===== src/rtl/gpu_pkg.sv =====
// Shared GPU types and helpers for the triangle word link.
// Contents:
//   Vertex3D / Triangle3D / Color8   packed geometry and colour types
//   WORD_W, COORD_W, TRI_WORDS       link constants (only 32-bit words supported)
//   ser_state_e                      serializer FSM states
//   pack_tri_word(t, col, idx)       word packing mux, shared with the bench model
package gpu_pkg;

    localparam int WORD_W    = 32;
    localparam int COORD_W   = 16;
    localparam int TRI_WORDS = 6;
    localparam int IDX_W     = $clog2(TRI_WORDS);
    localparam int TCNT_W    = 16;

    localparam logic [IDX_W-1:0] LAST_IDX = IDX_W'(TRI_WORDS - 1);

    typedef struct packed {
        logic [COORD_W-1:0] x;
        logic [COORD_W-1:0] y;
        logic [COORD_W-1:0] z;
    } Vertex3D;

    typedef struct packed {
        Vertex3D p;
        Vertex3D q;
        Vertex3D r;
    } Triangle3D;

    typedef struct packed {
        logic [7:0] r;
        logic [7:0] g;
        logic [7:0] b;
    } Color8;

    typedef enum logic {
        IDLE = 1'b0,
        SEND = 1'b1
    } ser_state_e;

    // Word layout of the six-word triangle record, [hi:lo].
    function automatic logic [WORD_W-1:0] pack_tri_word(
        input Triangle3D        t,
        input Color8            col,
        input logic [IDX_W-1:0] idx
    );
        logic [WORD_W-1:0] w;
        w = '0;
        case (idx)
            3'd0:    w = {t.p.y, t.p.x};
            3'd1:    w = {t.q.x, t.p.z};
            3'd2:    w = {t.q.z, t.q.y};
            3'd3:    w = {t.r.y, t.r.x};
            3'd4:    w = {col.g, col.r, t.r.z};
            3'd5:    w = {24'h0, col.b};
            default: w = '0;
        endcase
        return w;
    endfunction

endpackage


===== src/rtl/tri_word_serializer.sv =====
// Transmit side of the six-word triangle link. Captures one triangle plus
// colour on an in_valid/in_ready handshake and streams it as six 32-bit
// words on a word_valid/word_ready handshake.
// Ports:
//   clk         clock, all logic on posedge
//   n_rst       synchronous reset, active high (name kept from the link bus)
//   tri_in      triangle p/q/r vertices
//   color_in    r/g/b colour
//   in_valid    tri_in/color_in valid
//   in_ready    block can capture this cycle
//   word_out    registered packed word
//   word_valid  word_out valid
//   word_ready  consumer accepts word_out
//   word_idx    index of word_out, 0..5
//   word_last   word_idx == 5 while word_valid
//   tri_count   triangles fully sent, wraps at 2^16
module tri_word_serializer
    import gpu_pkg::*;
(
    input  logic              clk,
    input  logic              n_rst,
    input  Triangle3D         tri_in,
    input  Color8             color_in,
    input  logic              in_valid,
    output logic              in_ready,
    output logic [WORD_W-1:0] word_out,
    output logic              word_valid,
    input  logic              word_ready,
    output logic [IDX_W-1:0]  word_idx,
    output logic              word_last,
    output logic [TCNT_W-1:0] tri_count
);

    ser_state_e        state, state_nxt;
    Triangle3D         hold_tri;
    Color8             hold_col;
    logic [IDX_W-1:0]  idx_nxt;
    logic [WORD_W-1:0] word_nxt;
    logic              fire;
    logic              capture;

    // Output is valid exactly while a triangle is being sent.
    assign word_valid = (state == SEND);
    assign word_last  = word_valid && (word_idx == LAST_IDX);
    assign fire       = word_valid && word_ready;
    // Accepting a new triangle on the final-word handshake keeps the
    // stream gap-free between triangles.
    assign in_ready   = (state == IDLE) || (fire && word_last);
    assign capture    = in_valid && in_ready;

    always_comb begin
        state_nxt = state;
        idx_nxt   = word_idx;
        word_nxt  = word_out;
        if (capture) begin
            // Holding register is loaded on this same edge, so W0 is
            // packed straight from the inputs.
            state_nxt = SEND;
            idx_nxt   = '0;
            word_nxt  = pack_tri_word(tri_in, color_in, '0);
        end else if (fire) begin
            if (word_last) begin
                state_nxt = IDLE;
                idx_nxt   = '0;
                word_nxt  = '0;
            end else begin
                idx_nxt  = word_idx + 1'b1;
                word_nxt = pack_tri_word(hold_tri, hold_col, word_idx + 1'b1);
            end
        end
    end

    always_ff @(posedge clk) begin
        if (n_rst) begin
            state     <= IDLE;
            word_idx  <= '0;
            word_out  <= '0;
            hold_tri  <= '0;
            hold_col  <= '0;
            tri_count <= '0;
        end else begin
            state    <= state_nxt;
            word_idx <= idx_nxt;
            word_out <= word_nxt;
            if (capture) begin
                hold_tri <= tri_in;
                hold_col <= color_in;
            end
            if (fire && word_last)
                tri_count <= tri_count + 1'b1;
        end
    end

endmodule


===== config.mk =====
export PLATFORM = sky130hd
export DESIGN_NAME = tri_word_serializer
export DESIGN_NICKNAME = d
export VERILOG_FILES = /design/src/rtl/gpu_pkg.sv /design/src/rtl/tri_word_serializer.sv
export SDC_FILE = /design/constraint.sdc
export NUM_CORES = 1
export LEC_CHECK = 0
export BUFFER_PORTS_ARGS = -buffer_cell sky130_fd_sc_hd__buf_2
export CAP_MARGIN = 20
export CORE_UTILIZATION = 58
export CTS_CLUSTER_DIAMETER = 50
export DETAILED_ROUTE_END_ITERATION = 8
export HOLD_SLACK_MARGIN = 0.02
export PLACE_DENSITY = 0.86
export SYNTH_ARGS = -nofsm -noshare
export SYNTH_HDL_FRONTEND = slang
export SYNTH_SLANG_ARGS = --single-unit

===== constraint.sdc =====
create_clock -name clk -period 3.6 [get_ports clk]
set_clock_uncertainty 0.2 [all_clocks]
set_input_delay 0.36 -clock clk [delete_from_list [all_inputs] [get_ports clk]]
set_output_delay 0.36 -clock clk [all_outputs]
set_load 0.03 [all_outputs]

==> impl_metrics.tcl <==
set metrics [dict create \
    die_y_um 128 \
    place_hpwl_um 16800 \
    slowest_stage "a21o_4" \
    ys.flop_type "dfxtp_1" \
    vias_per_cell 6.12 \
    syn-instance-count 1154 \
    period_minus_slack_ns 2.92 \
    max-cap-violations 0 \
    cp.required_ns 3.82 \
    path_max_fanout 83 \
    cts_sinks 220 \
    layout_common_cells "344 x nand2_1, 224 x buf_2, 220 x dfxtp_1, 177 x a21oi_1, 168 x dlygate4sd3_1" \
    fin_crit_sh_pct 81.0 \
    rows 45 \
    fin_cells 1712 \
    total_power_mw 5.83 \
    place_congestion 0.845 \
    relSlewSlack_pct 38.8 \
    grt_max_degree 156 \
    netSwitchingPower_mw 1.54 \
    postPlaceCellArea_mm2 0.0104 \
    post-cts-setup-buffers 0 \
    ys_ff_latch 220 \
    drc 1 \
    fmax_mhz 343 \
    drive_gt1_share_pct 19.8 \
    synth.distinct_cells 45 \
    dieArea_mm2 0.0165 \
    ctsLongestPathBuffers 3 \
    crit_path_start "word_idx[1]$_SDFFE_PP0P_" \
    io_pins 226 \
    netlist_area_mm2 0.00928 \
    power_frac_comb_pct 14.0 \
    coreArea_mm2 0.0154 \
    seqPwrFrac_pct 45.7 \
    antenna_found_initial 6 \
    worst_setup_path_end_kind "flop" \
    grt_pass1_wl_um 52500 \
    area_growth_pct 37.8 \
    ir_drop_mv 0.376 \
    setup_viol 0 \
    h-tree-depth 1 \
    io_buffers 225 \
    synth_edf_count 0 \
    post_drt_wl_per_cell_um 20.0 \
    cts_made_buffers 23 \
    nFillCells 921 \
    min_path_type "in -> reg" \
    grtUsageTotal_pct 41.3 \
    antenna_left 0 \
    clk_pin_slew_ns 0.06 \
    path_buf_inv 2 \
    rsz0062_at_grt "false" \
    hold_violations 0 \
    status "finished with violations" \
    die_x_um 128 \
    grt_overflow_total 0 \
    register_area_mm2 0.00440 \
    violations "design-rule violations" \
    setup_tns_ns 0 \
    power_density_mw_per_mm2 456 \
    leakagePower_nw 5.49 \
    dp_cells 1501 \
    yosys_warnings 0 \
    async_reset_ff_share_pct 0 \
    dr.pass1.iters 9 \
    avgSynthCellArea_um2 8.04 \
    clkPwrFrac_pct 40.4 \
    worst_pin_slew_ns 0.918 \
    first_global_vias 10200 \
    min_from "word_ready" \
    reg2reg_slack_ns 0.68 \
    cts_tree "yes" \
    switching_share_pct 26.4 \
    start_util_pct 60.1 \
    critPathKind "reg -> reg" \
    whs_ns 0.0596 \
    synthesis.nets 1332 \
    final_nets 1661 \
    layout_commonest_cell "nand2_1" \
    crit_family "compound AO/OA/AOI/OAI gates" \
    cp_cell_sequence "inv_1, ha_1, nand3_1, a21o_4, buf_4, nand2_1, a21oi_1" \
    worstPathArrival_ns 3.14 \
    via_count 10500 \
    slowest_delay_ns 0.69 \
    first_iter_violations 1340 \
    drv_slew 0 \
    cts-root-buf "clkbuf_16" \
    multi_input_area_mm2 0.00439 \
    start_kind "flop" \
    synth_seq_area_share_pct 47.5 \
    clk_latency_ns 0.51 \
    postRouteWirelength_um 34300 \
    final_area_mm2 0.0128 \
    p_int_mw 4.29 \
    reg2reg_from "word_idx[1]$_SDFFE_PP0P_" \
]
[sequential cells by signal, indices dropped and copies added (netlist names)]
| register | cells |
|---|---|
| tri_count | 16 |
| word_out | 32 |
| hold_col | 24 |
| hold_tri | 144 |
| word_idx | 3 |
| word_valid | 1 |
[through the flow]
| stage | setup WS (ns) | util, % |
|---|---|---|
| 2_1_floorplan | 1.25 | - |
| 3_3_place_gp | 0.933 | 67.1 |
| 3_5_place_dp | 0.890 | 67.1 |
| 4_1_cts | 0.815 | 82.7 |
| 5_1_grt | 0.511 | 82.8 |
| 6_report | 0.683 | 82.8 |
[power groups by stage]
stage / Combinational [mW] / Sequential (mW) / Clock (mW)
floorplan: 0.344 / 2.74 / 0
detailed placement: 0.617 / 2.70 / 0
global placement: 0.606 / 2.70 / 0
global route: 0.874 / 2.67 / 2.46
CTS: 0.761 / 2.65 / 2.33
finish: 0.816 / 2.66 / 2.35
[Yosys cell counts, types with 9 or more instances]
cell      count  area [µm²]
a211oi_1      9        67.6
nor2_1       73         274
a311oi_1     24         210
buf_2        37         185
a21oi_1     177         886
a222oi_1     32         320
o311ai_1     24         210
mux2_2        9         101
clkbuf_1     52         195
and3_1       60         375
dfxtp_1     220        4400
nand2_1     344        1290
[cells by family after synthesis]
| family | Yosys count | share of synthesized area [%] |
|---|---|---|
| AO/OA/AOI/OAI | 291 | 20.2 |
| AND/OR/NAND/NOR | 508 | 23.5 |
| multiplexers | 10 | 1.21 |
| flip-flops | 220 | 47.5 |
| XOR/XNOR | 11 | 1.20 |
| adder cells (fa/ha/maj) | 6 | 0.809 |
| buffers and inverters | 108 | 5.64 |
[metal layers]
layer / vias to the layer above / global-route usage [%] / share of wire, %
met3: 240 / 10.5 / 9.4
met4: 2 / 28.9 / 7.9
met1: 4810 / 45.1 / 34
li1: 4673 / - / -
met5: - / 0 / 0.029
met2: 750 / 70.4 / 48
[worst register-to-register path: stages (launching register included)]
cell,delay (ns)
dfxtp_1,0.45
inv_1,0.11
ha_1,0.20
nand3_1,0.18
a21o_4,0.69
buf_4,0.61
nand2_1,0.17
a21oi_1,0.21
[layout make-up]
type | count | share of cell area [%]
flip-flops and latches | 220 | 34.5
repair buffers | 408 | 23.2
well taps | 211 | 2.07
clock inverters | 7 | 0.764
inverters | 4 | 0.117
clock buffers | 29 | 4.91
multi-input cells | 826 | 34.3
diodes | 7 | 0.137
[what timing repair did]
item	in CTS	in global routing
hold buffers	168	0
resized for setup	0	0
hold endpoints to repair	200	0
endpoints found under the setup margin	0	0
[final timing paths]
path / cells past startpoint / end
setup / recovery: 7 / hold_tri[134]$_SDFFE_PP0P_
hold / removal: 3 / word_idx[2]$_SDFFE_PP0P_
hold reg to reg: 2 / hold_tri[119]$_SDFFE_PP0P_
setup reg to reg: 7 / hold_tri[134]$_SDFFE_PP0P_
Power figures use the tool's default switching activity.
